## src/rtl/led_ctrl_pkg.sv

```systemverilog
// Shared types and constants for the LED pattern controller.
package led_ctrl_pkg;

  typedef enum logic [1:0] {
    MODE_MANUAL = 2'd0,
    MODE_BLINK  = 2'd1,
    MODE_SHIFT  = 2'd2,
    MODE_RSVD   = 2'd3
  } mode_e;

  typedef enum logic {
    ST_IDLE = 1'b0,
    ST_RUN  = 1'b1
  } state_e;

  localparam logic [1:0]  ADDR_CTRL    = 2'd0;
  localparam logic [1:0]  ADDR_PATTERN = 2'd1;
  localparam logic [1:0]  ADDR_PERIOD  = 2'd2;
  localparam logic [1:0]  ADDR_SHOW    = 2'd3;

  localparam logic [31:0] LED_OFF_DEFAULT = 32'hFFFF_FFFF;

  // Only BLINK and SHIFT drive the frame engine; the reserved code behaves as MANUAL.
  function automatic logic engine_mode(input mode_e m);
    return (m == MODE_BLINK) || (m == MODE_SHIFT);
  endfunction

  function automatic logic [31:0] rotl1(input logic [31:0] v);
    return {v[30:0], v[31]};
  endfunction

endpackage

```

## src/rtl/led_ctrl_if.sv

```systemverilog
// CPU register port and LED data-register write port of the LED controller.
interface led_ctrl_if;
  logic        cpu_we;
  logic [1:0]  cpu_addr;
  logic [31:0] cpu_wd;
  logic [31:0] cpu_rd;
  logic        led_we;
  logic [31:0] led_wd;

  modport master (
    output cpu_we, cpu_addr, cpu_wd,
    input  cpu_rd, led_we, led_wd
  );

  modport slave (
    input  cpu_we, cpu_addr, cpu_wd,
    output cpu_rd, led_we, led_wd
  );
endinterface

```

## src/rtl/led_period_timer.sv

```systemverilog
// Frame period counter: raises tick on the last cycle of each period_eff window.
module led_period_timer #(
  parameter int CNT_W = 32
) (
  input  logic             clk,
  input  logic             reset,
  input  logic             run_i,
  input  logic             clr_i,
  input  logic [CNT_W-1:0] period_i,
  output logic             tick_o
);

  logic [CNT_W-1:0] cnt_q, cnt_d;
  logic [CNT_W-1:0] period_eff;
  logic             at_end;

  // A zero period would never match, so it runs at one frame per cycle.
  assign period_eff = (period_i == '0) ? CNT_W'(1) : period_i;
  assign at_end     = (cnt_q == period_eff - CNT_W'(1));
  assign tick_o     = run_i && !clr_i && at_end;

  always_comb begin
    cnt_d = cnt_q + CNT_W'(1);
    if (!run_i || clr_i || at_end) cnt_d = '0;
  end

  always_ff @(posedge clk) begin
    if (reset) cnt_q <= '0;
    else       cnt_q <= cnt_d;
  end

endmodule

```

## src/rtl/led_ctrl.sv

```systemverilog
// LED controller: CPU-programmed manual/blink/shift frames pushed to an LED data register.
module led_ctrl
  import led_ctrl_pkg::*;
#(
  parameter logic [31:0] OFF_VALUE = LED_OFF_DEFAULT,
  parameter int          CNT_W     = 32
) (
  input  logic       clk,
  input  logic       reset,
  led_ctrl_if.slave  bus
);

  state_e           state_q, state_d;
  mode_e            mode_q, mode_d;
  logic             en_q, en_d;
  logic [31:0]      pattern_q, pattern_d;
  logic [CNT_W-1:0] period_q, period_d;
  logic [31:0]      cur_q, cur_d;
  logic             phase_q, phase_d;
  logic             led_we_q, led_we_d;
  logic [31:0]      led_wd_q, led_wd_d;

  logic             wr_any, wr_ctrl, wr_pat, wr_per;
  mode_e            wr_mode;
  logic             wr_go;
  logic             tick;
  logic             restart;
  logic [31:0]      restart_pat;

  // SHOW is read-only, so a write to it is not a CPU write at all.
  assign wr_any  = bus.cpu_we && (bus.cpu_addr != ADDR_SHOW);
  assign wr_ctrl = bus.cpu_we && (bus.cpu_addr == ADDR_CTRL);
  assign wr_pat  = bus.cpu_we && (bus.cpu_addr == ADDR_PATTERN);
  assign wr_per  = bus.cpu_we && (bus.cpu_addr == ADDR_PERIOD);
  assign wr_mode = mode_e'(bus.cpu_wd[1:0]);
  assign wr_go   = bus.cpu_wd[2] && engine_mode(wr_mode);

  led_period_timer #(.CNT_W(CNT_W)) u_timer (
    .clk      (clk),
    .reset    (reset),
    .run_i    (state_q == ST_RUN),
    .clr_i    (wr_any),
    .period_i (period_q),
    .tick_o   (tick)
  );

  always_comb begin
    state_d     = state_q;
    mode_d      = mode_q;
    en_d        = en_q;
    pattern_d   = pattern_q;
    period_d    = period_q;
    cur_d       = cur_q;
    phase_d     = phase_q;
    led_we_d    = 1'b0;
    led_wd_d    = led_wd_q;
    restart     = 1'b0;
    restart_pat = pattern_q;

    if (wr_ctrl) begin
      mode_d = wr_mode;
      en_d   = bus.cpu_wd[2];
    end
    if (wr_pat) begin
      pattern_d   = bus.cpu_wd;
      restart_pat = bus.cpu_wd;
    end
    if (wr_per) period_d = CNT_W'(bus.cpu_wd);

    unique case (state_q)
      ST_IDLE: begin
        if (wr_ctrl && wr_go) begin
          state_d = ST_RUN;
          restart = 1'b1;
        end else if (wr_pat && !engine_mode(mode_q)) begin
          led_we_d = 1'b1;
          led_wd_d = bus.cpu_wd;
        end
      end
      ST_RUN: begin
        if (wr_ctrl) begin
          if (wr_go) begin
            restart = 1'b1;
          end else begin
            state_d  = ST_IDLE;
            led_we_d = 1'b1;
            led_wd_d = OFF_VALUE;
          end
        end else if (wr_pat) begin
          restart = 1'b1;
        end else if (tick && !wr_any) begin
          // Blink frames follow the new phase: 1 shows dark, 0 shows the pattern.
          led_we_d = 1'b1;
          if (mode_q == MODE_BLINK) begin
            phase_d  = !phase_q;
            led_wd_d = phase_q ? pattern_q : OFF_VALUE;
          end else begin
            cur_d    = rotl1(cur_q);
            led_wd_d = rotl1(cur_q);
          end
        end
      end
      default: state_d = ST_IDLE;
    endcase

    if (restart) begin
      phase_d  = 1'b0;
      cur_d    = restart_pat;
      led_we_d = 1'b1;
      led_wd_d = restart_pat;
    end
  end

  always_ff @(posedge clk) begin
    if (reset) begin
      state_q   <= ST_IDLE;
      mode_q    <= MODE_MANUAL;
      en_q      <= 1'b0;
      pattern_q <= '0;
      period_q  <= '0;
      cur_q     <= '0;
      phase_q   <= 1'b0;
      led_we_q  <= 1'b0;
      led_wd_q  <= OFF_VALUE;
    end else begin
      state_q   <= state_d;
      mode_q    <= mode_d;
      en_q      <= en_d;
      pattern_q <= pattern_d;
      period_q  <= period_d;
      cur_q     <= cur_d;
      phase_q   <= phase_d;
      led_we_q  <= led_we_d;
      led_wd_q  <= led_wd_d;
    end
  end

  always_comb begin
    bus.cpu_rd = '0;
    unique case (bus.cpu_addr)
      ADDR_CTRL:    bus.cpu_rd = {29'd0, en_q, mode_q};
      ADDR_PATTERN: bus.cpu_rd = pattern_q;
      ADDR_PERIOD:  bus.cpu_rd = 32'(period_q);
      ADDR_SHOW:    bus.cpu_rd = led_wd_q;
      default:      bus.cpu_rd = '0;
    endcase
  end

  assign bus.led_we = led_we_q;
  assign bus.led_wd = led_wd_q;

endmodule

```

## src/flat_wrapper.sv

```systemverilog
// flat-port wrapper written by rule: the top's interface ports become plain ports
module led_ctrl_flat import led_ctrl_pkg::*;
#(
  parameter logic [31:0] OFF_VALUE = LED_OFF_DEFAULT,
  parameter int          CNT_W     = 32
)
  (clk, reset, bus_cpu_we, bus_cpu_addr, bus_cpu_wd, bus_cpu_rd, bus_led_we, bus_led_wd);
  led_ctrl_if bus_i ();
  input  logic clk;
  input  logic reset;
  input wire logic [$bits(bus_i.cpu_we)-1:0] bus_cpu_we;
  input wire logic [$bits(bus_i.cpu_addr)-1:0] bus_cpu_addr;
  input wire logic [$bits(bus_i.cpu_wd)-1:0] bus_cpu_wd;
  output wire logic [$bits(bus_i.cpu_rd)-1:0] bus_cpu_rd;
  output wire logic [$bits(bus_i.led_we)-1:0] bus_led_we;
  output wire logic [$bits(bus_i.led_wd)-1:0] bus_led_wd;
  assign bus_i.cpu_we = bus_cpu_we;
  assign bus_i.cpu_addr = bus_cpu_addr;
  assign bus_i.cpu_wd = bus_cpu_wd;
  assign bus_cpu_rd = bus_i.cpu_rd;
  assign bus_led_we = bus_i.led_we;
  assign bus_led_wd = bus_i.led_wd;
  led_ctrl #(.OFF_VALUE(OFF_VALUE), .CNT_W(CNT_W)) u_core (.clk(clk), .reset(reset), .bus(bus_i));
endmodule
```

## config.mk

```make
export PLATFORM = sky130hd
export DESIGN_NAME = led_ctrl_flat
export DESIGN_NICKNAME = d
export VERILOG_FILES = /design/src/rtl/led_ctrl_pkg.sv /design/src/rtl/led_ctrl_if.sv /design/src/rtl/led_period_timer.sv /design/src/rtl/led_ctrl.sv /design/src/flat_wrapper.sv
export SDC_FILE = /design/constraint.sdc
export NUM_CORES = 1
export LEC_CHECK = 0
export CORE_MARGIN = 8
export CORE_UTILIZATION = 50
export CTS_CLUSTER_DIAMETER = 200
export DETAILED_ROUTE_END_ITERATION = 16
export PLACE_DENSITY_LB_ADDON = 0.08
export SLEW_MARGIN = 20
export SYNTH_ARGS = -nofsm -noshare
export SYNTH_HDL_FRONTEND = slang
export SYNTH_HIERARCHICAL = 1
export SYNTH_SLANG_ARGS = --single-unit
```

## constraint.sdc

```tcl
create_clock -name clk -period 5.8 [get_ports clk]
set_clock_uncertainty 0.05 [all_clocks]
set_input_delay 1.16 -clock clk [delete_from_list [all_inputs] [get_ports clk]]
set_output_delay 1.16 -clock clk [all_outputs]
set_load 0.05 [all_outputs]
```

# ---- Word level (Yosys, flattened, before mapping)
# Cells that the tools add are included.
dict set report word_totals {
  register_bits 166
  latch_bits 0
  ram_bits 0
  mem_bits_ro 0
  in_bits 37
  n_memories 0
}
dict set report classes {
  n_addsub 2
  multipliers 0
  n_div 0
  magnitude_cmp 0
  n_eq_ne 17
  shifts 0
  mux 34
  bitwise 3
  n_reduce_logical 27
}
# op n
set op_table {}
lappend op_table {{$mux W32} 17}
lappend op_table {{$pmux W32 S4} 1}
lappend op_table {{$pmux W32 S2} 1}
lappend op_table {{$add A32 B1 Y32 const B} 1}
lappend op_table {{$eq A32 B32 Y1} 1}
lappend op_table {{$logic_not A32 Y1} 1}
lappend op_table {{$sub A32 B1 Y32 const B} 1}
lappend op_table {{$reduce_and A5 Y1} 3}
lappend op_table {{$mux W1} 12}
lappend op_table {{$ne A4 B4 Y1 const B} 3}
lappend op_table {{$logic_and A1 B1 Y1} 10}
lappend op_table {{$eq A2 B2 Y1 const B} 4}
lappend op_table {{$eq A2 B1 Y1 const B} 3}
lappend op_table {{$ne A2 B2 Y1 const B} 3}
lappend op_table {{$pmux W1 S2} 3}
lappend op_table {{$logic_not A1 Y1} 4}
lappend op_table {{$logic_or A1 B1 Y1} 4}
lappend op_table {{$reduce_bool A2 Y1} 2}
lappend op_table {{$reduce_or A2 Y1} 2}
lappend op_table {{$ne A3 B1 Y1 const B} 1}
lappend op_table {{$ne A3 B2 Y1 const B} 1}
lappend op_table {{$not A1 Y1} 3}
lappend op_table {{$logic_not A2 Y1} 1}
lappend op_table {{$ne A2 B1 Y1 const B} 1}

# ---- Longest topological paths before layout
dict set report depth {
  ltp_word 11
  mapped_depth 21
}

# ---- Modules after synthesis
# Netlist, hierarchy kept.
# module n_inst cells_per_inst area_per_inst_um2 seq_area_each_um2
set modules_own_cells {}
lappend modules_own_cells {led_ctrl 1 796 6712.7 2682.6}
lappend modules_own_cells {led_period_timer 1 338 2916.5 640.6}

# ---- Worst setup path after synthesis
# OpenSTA, ideal clock, no wires.
dict set report synth_timing {
  kind {reg2reg}
  startpoint {register u_core.period_q[5]}
  endpoint {register u_core.led_wd_q[21] (netlist: u_core/bus.led_wd[21])}
  setup_time_ns 0.122
  arrival_time_ns 4.665
  slack_ns 0.963
  stages_incl_launch_ff 21
  path_buffers 4
  synth_period_minus_slack_ns 4.837
  cell_sequence {dfxtp_1 or4_1 nor4_4 and2_1 buf_2 a21oi_1 ha_1 xnor2_1 a221o_1 a211o_1 a2111oi_0 nand4_1 nor4_1 and4_1 buf_6 and3b_1 a32oi_1 and2_1 buf_2 buf_6 a221o_1}
}
dict set report synth_via {
  elab_chain_cells 8
}
# item line_no
set synth_rtl {}
lappend synth_rtl {{start, declared} led_ctrl.sv:17} ;# logic [CNT_W-1:0] period_q, period_d;
lappend synth_rtl {{start signal, assigned} led_ctrl.sv:130} ;# period_q <= period_d;
lappend synth_rtl {{$logic_not A32 Y1} led_period_timer.sv:18} ;# assign period_eff = (period_i == '0) ? CNT_W'(1) : period_i;
lappend synth_rtl {{$mux W32 (*)} led_period_timer.sv:18}
lappend synth_rtl {{$sub A32 B1 Y32 (*)} led_period_timer.sv:19} ;# assign at_end = (cnt_q == period_eff - CNT_W'(1));
lappend synth_rtl {{$eq A32 B32 Y1 (*)} led_period_timer.sv:19}
lappend synth_rtl {{$logic_and A1 B1 Y1 (*)} led_period_timer.sv:20} ;# assign tick_o = run_i && !clr_i && at_end;
lappend synth_rtl {{via u_core.tick} led_ctrl.sv:26} ;# logic tick;
lappend synth_rtl {{$logic_and A1 B1 Y1 (*)} led_ctrl.sv:91} ;# end else if (tick && !wr_any) begin
lappend synth_rtl {{$ne A4 B4 Y1 (no line) (*)} --}
lappend synth_rtl {{$reduce_and A5 Y1 (no line) (*)} --}
lappend synth_rtl {{end signal, assigned} led_ctrl.sv:134} ;# led_wd_q <= led_wd_d;
lappend synth_rtl {{end, declared} led_ctrl.sv:21} ;# logic [31:0] led_wd_q, led_wd_d;
# Mark *: on every way through the listed nets, which the timed path passes. The rest lies on a longest branch.
# A chain may end at the register's enable or synchronous reset.

# ---- Worst setup path after layout
dict set report layout_timing {
  startpoint {register u_core.period_q[17]}
  endpoint {register u_core.led_wd_q[3] (netlist: u_core/bus.led_wd[3])}
}
# The elaborated chain is that of the path after synthesis.

==> metrics.md <==
| Metric | Value |
|---|---|
| Outcome | finished clean |
| Largest net degree at the start of global routing | 97 |
| Drt total wl | 32,300 um |
| Setup CP Type | flop to flop |
| Sequential-to-total area share from yosys stat | 34.51% |
| Post-synthesis register bit count | 166 |
| Tightest hold margin | 410.4 ps |
| Die W | 154.8 um |
| CTS tree | yes |
| Clock latency on the worst-skew pair | 440 ps |
| Drc violations | 0 |
| CP arrival | 5700 ps |
| DR iter-0 viols | 866 |
| Crit-path slowest cell | or4_1 |
| Worst path bufs/invs | 1 |
| WL/cell | 21.90 um |
| Total global-route track usage | 26.69% |
| Vias | 9,170 |
| Ant diodes | 0 |
| Synthesized instance count | 1,134 |
| Clock buffer depth | 2 |
| Die span in y | 154.8 um |
| Detail Placement HPWL | 21,990 um |
| Final GP Congestion | 0.9830 |
| Number of synthesized flops with an enable pin | 0 |
| Effective utilization at floorplan | 51.14% |
| Initial antenna violation count | 0 |
| Total CTS buffers | 17 |
| Max Cap Violations | 0 |
| Vias in the first global route | 8,775 |
| H-tree depth | 4 |
| Critical Path Most Common Cell | a221o_1 |
| Largest area contributor in the netlist | dfxtp_1 |
| Inst Count DP | 1,443 |
| Count of input and output buffers | 101 |
| Setup TNS | 0 ps |
| Rel. slew slack | 25.71% |
| Post-Syn Area | 0.009629 mm^2 |
| Worst-path fanout max | 21 |
| Final setup margin | 374.6 ps |
| Die area | 0.02396 mm^2 |
| Storage cell area | 0.003323 mm^2 |
| Hold Crit Class | flop to flop |
| Slew Limit Fails | 0 |
| Worst vdd ir | 0.0001845 V |
| Share of cells above drive strength 1 | 13.66% |
| Commonest non-fill, non-tap cell in the layout | dfxtp_1 |
| Via density | 6.217 |
| CP Capture Type | flop |
| Main synth FF type | dfxtp_1 |
| Cell family with most CP delay | simple AND/OR/NAND/NOR gates |
| Max Fclk | 184.3 MHz |
| Worst Tran Pin Value | 1114 ps |
| Syn Area/Cell | 8.491 um^2 |
| RSZ-0062 raised after global routing | false |
| Post-synthesis async set-or-reset flop share | 0% |
| Fin. Hold Viols | 0 |
| Crit share post-route | 93.54% |
| Final non-filler cell total | 1,475 |
| Syn_nets | 1,174 |
| CTS Sinks | 166 |
| Boundary Pins | 102 |
| CP required | 6070 ps |
| Grt ovf | 0 |
| Util after Layout | 60.90% |
| Row cnt | 50 |
| Cell variety after synth | 74 |
| Final net count | 1,242 |
| Area occupied by multi-input gates | 0.005702 mm^2 |
| Most frequent cells in the layout | 166 x dfxtp_1, 146 x nand2_1, 99 x clkdlybuf4s50_1 |
| CTS Hold Buffers Added | 0 |
| CP Cell Sequence | or4_1 -> nor4_4 -> and3_1 -> a21oi_1 -> ha_1 -> xnor2_1 -> a221o_1 -> a211o_1 -> a2111oi_0 -> nand4_1 -> nor4_1 -> and4_1 -> and3b_1 -> a32oi_2 -> and2_1 -> buf_12 -> a221o_1 |
| CP peak stage delay | 750 ps |
| Synth top area share | 34.51% |
| # fillers | 1,681 |
| Area Overhead vs Synth | 19.09% |
| Core Region | 0.01883 mm^2 |
| DRT antenna net count | 0 |
| Pre-CTS setup slack | 534.2 ps |
| Clock root buffer | clkbuf_16 |
| Endpoints failing setup | 0 |
| PostCTS Resize Cnt | 0 |
| CP startpoint kind | flop |
| Post-CTS setup buffers | 0 |
| Yosys warnings | 6 |
| Pwr per Cell Area | 260.4 mW/mm^2 |
| Initial DRT Pass Iterations | 6 |
| Clk slew on worst S/H paths | 70 ps |
| First-pass GRT wire length | 50,620 um |
| Dominant cells by area after synthesis | dfxtp_1 35%, mux2i_1 6.5%, nand2_1 5.7%, a221o_1 3.4%, a32o_1 3.3% |
| Final min period | 5425 ps |
| P_leak | 4.484 nW |
## logic make-up (layout without fill, tap and decap cells)
logic type      Yosys count  after routing  synth area share (%)
simple gates            400            400                 22.54
compound gates          295            295                 22.66
flops                   166            166                 34.51
buf+inv                 139            220                 6.731
mux                      66             66                 7.250
xor+xnor                 65             65                 5.912
fa+ha+maj                 3              3                0.3899
## metrics by stage
stage	power [mW]	area, um^2
after floorplan	1.645	9629
after global placement	1.859	10880
after detailed placement	1.859	10880
after CTS	2.988	11470
after global routing	3.092	11470
final	2.986	11470
## where the power goes
group | internal (mW) | switching [mW] | total, mW
Clock | 0.619 | 0.524 | 1.14
Combinational | 0.240 | 0.397 | 0.637
Sequential | 1.17 | 0.0345 | 1.21
## registers in the layout (all words and copies together) (netlist names), named ones only
register and cells:
u_core/pattern_q 32, u_core/period_q 32, u_core/phase_q 1, u_core/bus.led_we 1, u_core/cur_q 32, u_core/en_q 1
u_core/u_timer/cnt_q 32, u_core/mode_q 2, u_core/bus.led_wd 32
## worst min-delay path: cells and delay by family (launching register included)
| family | cells | cell delay [ps] |
|---|---|---|
| simple gates | 1 | 50 |
| compound gates | 1 | 60 |
| flops | 1 | 310 |
## metal layers
metal / track usage (%) / vias to the layer above / wire length [um]
met2: 41.68 / 447 / 14720
met1: 36.15 / 4386 / 14440
met5: 0 / - / 0
li1: - / 4286 / -
met4: 9.613 / 0 / 690
met3: 4.820 / 51 / 2458
## layout make-up
cell class,count,share of cell area [%]
clock buffer,19,3.863
timing repair buffer,145,11.96
inverter,43,1.408
clock inverter,13,1.233
sequential,166,28.98
tap,260,2.837
multi-input combinational,829,49.72
## synthesized netlist by cell type (5+ instances only)
library cell and n:
nor2_1 69, nand4_1 14, or2_2 33, xnor2_1 32, a211o_1 31, inv_1 43, o31ai_1 6, a31oi_1 24
buf_6 5, buf_2 13, a22oi_1 34, nand3b_1 6, a32o_1 32, xor2_1 33, dfxtp_1 166, a311oi_1 10
and3_1 11, a21oi_1 44, or4_1 6, a221o_1 33, nand3_1 17, mux2i_1 63, nor4_1 8, nor3_2 27
nand2_1 146, nor3_1 17, o21ai_0 57, clkbuf_1 66
## final timing paths
kind / startpoint / end / slack, ps / cells after the start
max reg2reg: u_core/period_q[17]$_SDFFE_PP0P_ / u_core/bus.led_wd[3]$_SDFFE_PP1P_ / 370 / 17
min: u_core/en_q$_SDFFE_PP0P_ / u_core/en_q$_SDFFE_PP0P_ / 410 / 2
min reg2reg: u_core/en_q$_SDFFE_PP0P_ / u_core/en_q$_SDFFE_PP0P_ / 410 / 2
max: u_core/period_q[17]$_SDFFE_PP0P_ / u_core/bus.led_wd[3]$_SDFFE_PP1P_ / 370 / 17
No activity file was read; power rests on OpenSTA's default activity.
